[config.mk]
export PLATFORM = sky130hd
export DESIGN_NAME = grf_mp
export DESIGN_NICKNAME = d
export VERILOG_FILES = /design/src/rtl/grf_mp.sv
export SDC_FILE = /design/constraint.sdc
export NUM_CORES = 2
export LEC_CHECK = 0
export CORE_MARGIN = 3
export CORE_UTILIZATION = 45
export DETAILED_ROUTE_END_ITERATION = 7
export DONT_BUFFER_PORTS = 1
export RECOVER_POWER = 100
export SLEW_MARGIN = 20
export SYNTH_ARGS = -nofsm -noshare
export SYNTH_HDL_FRONTEND = slang
export SYNTH_SLANG_ARGS = --single-unit
[constraint.sdc]
create_clock -name clk -period 5.65 [get_ports clk]
set_clock_uncertainty 0.2 [all_clocks]
set_input_delay 1.4125 -clock clk [delete_from_list [all_inputs] [get_ports clk]]
set_output_delay 1.4125 -clock clk [all_outputs]
set_load 0.005 [all_outputs]
[src/rtl/grf_mp.sv]
// Three-read / two-write register file with register 0 hardwired to zero and a
// background clear sweep. Define GRF_MP_BYPASS_EN for write-to-read forwarding.
module grf_mp #(
    parameter int DATA_W = 32,
    parameter int ADDR_W = 5
) (
    input  logic              clk,
    input  logic              reset,
    input  logic              we0,
    input  logic              we1,
    input  logic [ADDR_W-1:0] waddr0,
    input  logic [ADDR_W-1:0] waddr1,
    input  logic [DATA_W-1:0] wdata0,
    input  logic [DATA_W-1:0] wdata1,
    input  logic [ADDR_W-1:0] raddr0,
    input  logic [ADDR_W-1:0] raddr1,
    input  logic [ADDR_W-1:0] raddr2,
    output logic [DATA_W-1:0] rdata0,
    output logic [DATA_W-1:0] rdata1,
    output logic [DATA_W-1:0] rdata2,
    input  logic              clr_req,
    output logic              clr_busy,
    output logic              o_dbg_state
);

    localparam int NREG = 1 << ADDR_W;
    localparam logic [ADDR_W-1:0] IDX_FIRST = ADDR_W'(1);
    localparam logic [ADDR_W-1:0] IDX_LAST  = '1;

    typedef enum logic {
        S_IDLE  = 1'b0,
        S_SWEEP = 1'b1
    } state_t;

    state_t            r_state;
    state_t            w_next_state;
    logic              w_clr_en;
    logic [ADDR_W-1:0] r_idx;
    logic [DATA_W-1:0] r_mem [NREG];

    always_ff @(posedge clk or negedge reset) begin
        if (!reset) begin
            r_state <= S_IDLE;
        end else begin
            r_state <= w_next_state;
        end
    end

    always_comb begin
        w_next_state = r_state;
        w_clr_en     = 1'b0;
        case (r_state)
            S_IDLE: begin
                if (clr_req) begin
                    w_next_state = S_SWEEP;
                end
            end
            S_SWEEP: begin
                w_clr_en = 1'b1;
                if (r_idx == IDX_LAST) begin
                    w_next_state = S_IDLE;
                end
            end
            default: w_next_state = S_IDLE;
        endcase
    end

    // Index parks at 1 while idle so a new sweep always starts from register 1.
    always_ff @(posedge clk or negedge reset) begin
        if (!reset) begin
            r_idx <= IDX_FIRST;
        end else if (w_clr_en) begin
            r_idx <= (r_idx == IDX_LAST) ? IDX_FIRST : r_idx + IDX_FIRST;
        end else begin
            r_idx <= IDX_FIRST;
        end
    end

    // Later assignments win: clear < port 0 < port 1. Entry 0 is never written.
    always_ff @(posedge clk or negedge reset) begin
        if (!reset) begin
            for (int i = 0; i < NREG; i++) begin
                r_mem[i] <= '0;
            end
        end else begin
            for (int i = 1; i < NREG; i++) begin
                if (w_clr_en && (r_idx == ADDR_W'(i))) begin
                    r_mem[i] <= '0;
                end
                if (we0 && (waddr0 == ADDR_W'(i))) begin
                    r_mem[i] <= wdata0;
                end
                if (we1 && (waddr1 == ADDR_W'(i))) begin
                    r_mem[i] <= wdata1;
                end
            end
        end
    end

    function automatic logic [DATA_W-1:0] f_read(input logic [ADDR_W-1:0] a);
        logic [DATA_W-1:0] v;
        if (a == '0) begin
            v = '0;
`ifdef GRF_MP_BYPASS_EN
        end else if (we1 && (waddr1 == a)) begin
            v = wdata1;
        end else if (we0 && (waddr0 == a)) begin
            v = wdata0;
`endif
        end else begin
            v = r_mem[a];
        end
        return v;
    endfunction

    always_comb begin
        rdata0 = f_read(raddr0);
        rdata1 = f_read(raddr1);
        rdata2 = f_read(raddr2);
    end

    assign clr_busy    = (r_state == S_SWEEP);
    assign o_dbg_state = r_state;

endmodule

; ---- Yosys cells after proc, flatten, opt, wreduce, memory -nomap -nowiden
; Cells that the tools add are included.
[totals]
ff_bits = 998
output_inout_bits = 98
elab_cells = 372
[classes]
bitwise_logic = 4
addsub = 1
n_mux = 111
n_reduce_logical = 127
n_eq_ne = 93
n_lt_le_gt_ge = 3
[ops]
columns = op, n
row1 = $mux W32, 102
row2 = $bmux W32 S5, 3
row3 = $eq A5 B5 Y1 const B, 48
row4 = $eq A5 B4 Y1 const B, 24
row5 = $logic_and A1 B1 Y1, 93
row6 = $reduce_bool A3 Y1, 31
row7 = $eq A5 B3 Y1 const B, 12
row8 = $eq A5 B2 Y1 const B, 6
row9 = $ge A6 B6 Y1 const B, 3
row10 = $not A5 Y6, 3
row11 = $eq A5 B1 Y1 const B, 3
row12 = $logic_not A5 Y1, 3
row13 = $mux W5, 2
row14 = $add A5 B1 Y5 const B, 1
row15 = $mux W1, 3
row16 = $pmux W1 S2, 1
row17 = $not A1 Y1, 1

; ---- Longest topological paths before layout
[depth]
depth_word = 5
mapped_depth = 9

; ---- Worst setup path after synthesis
; No wires, ideal clock.
[synth_timing]
kind = input to output
start = input port raddr1[0]
end = output port rdata1[31]
stages = 7
path_slack_ps = 1068
n_path_buf = 3
required_ps = 4038
arrival_time_ps = 2969
cell_sequence = buf_2 buf_4 buf_2 mux4_2 a211oi_1 o21ai_0 nor4b_1
[synth_between]
elab_chain_cells = 5
word_cells_on_any_way = 6
classes_between = mux: 4 / bitwise: 1 / reduce/logical: 1
[synth_rtl]
columns = element, line_no
row1 = from (decl), 16  ; input logic [ADDR_W-1:0] raddr1,
row2 = $not A5 Y6 (implied by the code), 111  ; v = r_mem[a];
row3 = $bmux W32 S5, 111
row4 = $mux W32 (implied by the code) (2 in series), 111
row5 = $mux W32 (*), 102  ; if (a == '0) begin
row6 = to (decl), 19  ; output logic [DATA_W-1:0] rdata1,
; Every way passes the cells marked *; elsewhere a longest branch is shown, timed or not. The select of a mux whose other input is x is not followed.

; ---- Worst setup path after layout
[layout_timing]
start = input port raddr2[0]
end = output port rdata2[11]
[layout_between]
elab_chain_cells = 5
word_cells_on_any_way = 6
classes_between = mux: 4 / bitwise: 1 / reduce/logical: 1
[layout_rtl]
columns = element, line_no
row1 = from (decl), 17  ; input logic [ADDR_W-1:0] raddr2,
row2 = $not A5 Y6 (implied by the code), 111
row3 = $bmux W32 S5, 111
row4 = $mux W32 (implied by the code) (2 in series), 111
row5 = $mux W32 (*), 102
row6 = to (decl), 20  ; output logic [DATA_W-1:0] rdata2,
; Marked as above.

==> qor.yml <==
finish:
  drive_above_1_share_pct: 16.2
  postLayoutCellArea_mm2: 0.0750
  layout_commonest_cell: "a221o_1"
  regArea_mm2: 0.0250
  mostFrequentLayoutCells: "1023 x a221o_1, 997 x dfrtp_1, 962 x and2_1"
  fin_nets: 6176
  fillers: 13600
  multi_input_area_mm2: 0.0402
  synthToLayoutAreaGrowth_pct: 9.87
sta:
  worstMarginPinSlew_ns: 3.52
  fin_crit_sh_pct: 105
  setup_tns_ns: -8.45
  fmax_mhz: 168
  rsz0062_at_grt: "no"
  drv_slew: 1515
  fin_hold_ws_ns: 0.143
  fin_crit_ns: 5.94
  setup_ws_ns: -0.286
  maxSlewHeadroom_pct: -137
  finalSetupViolCount: 77
  finalHoldViolCount: 0
routing:
  drtIter0Drc: 9089
  first_pass_iters: 7
  vias: 63000
  antenna_left: 0
  post-route-drc-count: 0
  routedWlPerCell_um: 40.3
  wl_um: 331000
  routed_via_density: 7.67
clock_tree:
  numClockSinks: 998
  cts-root-buf: "clkbuf_16"
  cts_buffer_depth: 3
  cts_inserted_buffers: 116
  cts.clk_slew.worst_paths_ns: 0.06
  cts_tree: "yes"
  holdBufCountCts: 0
  clk_latency_ns: 0.77
  cts-htree-levels: 3
floorplanning:
  initial_core_util_pct: 45.4
  core_mm2: 0.150
  rows: 142
  die_w_um: 395
  io_pins: 192
  die_h_um: 395
  dieArea_mm2: 0.156
synth:
  ys_warn_count: 32
  synth_seq_area_share_pct: 36.6
  syn_area_per_cell_um2: 10.7
  synth_top_family_by_area: "compound AO/OA/AOI/OAI gates"
  synth_nets: 6491
  ys_types: 54
  async_flop_share_pct: 100
  synth_simple_gate_area_share_pct: 12.9
  synthMuxAreaShare_pct: 22.6
  yosys.area_share.adder_pct: 0.128
  ys_seq_elements: 998
  synth_flop_cell: "dfrtp_1"
  synth_compound_area_share_pct: 22.6
  postSynthCellCount: 6390
  syn_area_mm2: 0.0683
  synth_edf_count: 0
  synthXorXnorAreaFrac_pct: 0.0257
global_routing:
  grt_pass1_wl_um: 464000
  grt_pass1_vias: 59800
  antenna_found_initial: 13
  grt_usage_pct: 40.6
  grt_max_degree: 358
  grt-ovfl-total: 0
critical_path:
  crit_path_max_incr_delay_ns: 0.87
  arrival_ns: 4.32
  critPathRequiredTime_ns: 4.04
  cp_slowest_cell: "nor4_1"
  cp_top_family: "simple AND/OR/NAND/NOR gates"
  cp_num_buf_inv: 2
  startpoint_type: "input pin"
  crit_type: "in2out"
  cpMostUsedCell: "buf_4"
  cp_max_fo: 356
  critical_path.cell_chain: "and2_2 -> a22oi_1 -> a21oi_1 -> nor4_1 -> buf_4 -> buf_4"
  endpoint_kind: "output port"
flow_run:
  cap_violations: 50
outcome:
  violations: "max-capacitance violations, max-slew violations, negative setup slack"
  status: "finished with violations"
worst_hold_path:
  hold_path_class: "in2async"
power_and_ir_drop:
  ir_worst_vdd_mv: 0.326
  powerDensity_mw_per_mm2: 469
  p_leak_nw: 32.7
placement:
  placed_area_mm2: 0.0716
  hpwl_um: 199000
  place_congestion: 1.02
  io_buffers: 0
-- cell usage after synthesis, drive strengths merged, types with 4 or more instances --
| cell type | count | area [um2] |
|---|---|---|
| a221oi | 31 | 272 |
| mux2i | 931 | 9320 |
| nand3 | 5 | 25.0 |
| o22ai | 446 | 2790 |
| nor4 | 38 | 289 |
| and2 | 965 | 6040 |
| ha | 7 | 87.6 |
| or2 | 9 | 56.3 |
| or3 | 31 | 194 |
| mux4 | 193 | 4350 |
| clkbuf | 646 | 2420 |
| nor2 | 58 | 248 |
| a22o | 31 | 272 |
| a31oi | 31 | 194 |
| inv | 4 | 15.0 |
| nand2 | 11 | 41.3 |
| a21oi | 34 | 170 |
| a22oi | 95 | 713 |
| nand4b | 6 | 52.6 |
| o2bb2ai | 32 | 280 |
| nor3 | 253 | 1290 |
| nand2b | 19 | 119 |
| a211oi | 66 | 495 |
| buf | 203 | 1070 |
| a221o | 1023 | 10200 |
| nand4bb | 5 | 56.3 |
| nor2b | 42 | 263 |
| mux2 | 157 | 1770 |
| dfrtp | 997 | 24900 |
| nand3b | 6 | 45.0 |
-- where the power goes --
part	internal, mW	leakage [nW]	switching (mW)
Sequential	10.6	13.1	4.05
Combinational	7.02	17.6	5.46
Clock	4.65	1.94	3.40
-- logic make-up (layout without fill, tap and decap cells) --
logic type                 count (synthesis)  count (layout)
DFF                                      998             998
xor gates and xnor gates                   2               2
and+or+nand+nor                         1457            1457
buffers and inverters                    853             638
AOI/OAI and AO/OA                       1792            1792
other                                      0              13
adders and majority gates                  7               7
muxes                                   1281            1281
-- metrics by stage --
step	power, mW	instances	utilization (%)	worst slack (ns)
floorplan	22.4	6390	-	1.07
global placement	26.2	7965	47.6	0.0341
detailed placement	26.6	7968	47.7	0.0645
CTS	34.7	8186	50.3	0.0600
global route	36.5	8191	49.9	0.0141
finish	35.2	8204	49.9	-0.286
-- registers in the layout (all words and copies together) (netlist names) --
| signal | cells |
|---|---|
| clr_busy | 1 |
| r_mem | 992 |
| r_idx | 5 |
-- layout make-up --
cell class | count | area share [%]
Multi-Input combinational cell | 4539 | 53.6
Sequential cell | 998 | 33.3
Timing Repair Buffer | 416 | 4.43
Clock buffer | 161 | 4.39
Tap cell | 2016 | 3.36
Clock inverter | 57 | 0.857
Antenna cell | 13 | 0.0434
Inverter | 4 | 0.0200
-- worst paths after layout --
check / from / endpoint / slack, ns / cells past startpoint
hold / removal: reset / r_mem[991]$_DFFE_PN0P_ / 0.14 / 0
min in group clk: r_mem[538]$_DFFE_PN0P_ / r_mem[538]$_DFFE_PN0P_ / 0.34 / 1
setup reg to reg: r_idx[1]$_DFF_PN0_ / r_mem[8]$_DFFE_PN0P_ / 1.01 / 6
max in group asynchronous: reset / r_mem[80]$_DFFE_PN0P_ / 0.66 / 3
hold reg to reg: r_mem[538]$_DFFE_PN0P_ / r_mem[538]$_DFFE_PN0P_ / 0.34 / 1
setup / recovery: raddr2[0] / rdata2[11] / -0.29 / 6
-- timing repair --
| action | 4_1_cts | 5_1_grt |
|---|---|---|
| resized for setup | 0 | 5 |
| setup endpoints to repair | 0 | 26 |
| setup buffers | 0 | 0 |
-- routing by layer --
metal	vias to the layer above	share of wire [%]	global-route usage, %
li1	24700	-	-
met1	31800	37	51.7
met2	5111	41	58.0
met3	1273	14	15.0
met4	4	8.3	26.1
met5	-	0.0066	0.185
Note: power is estimated with default switching activity, not from simulation.
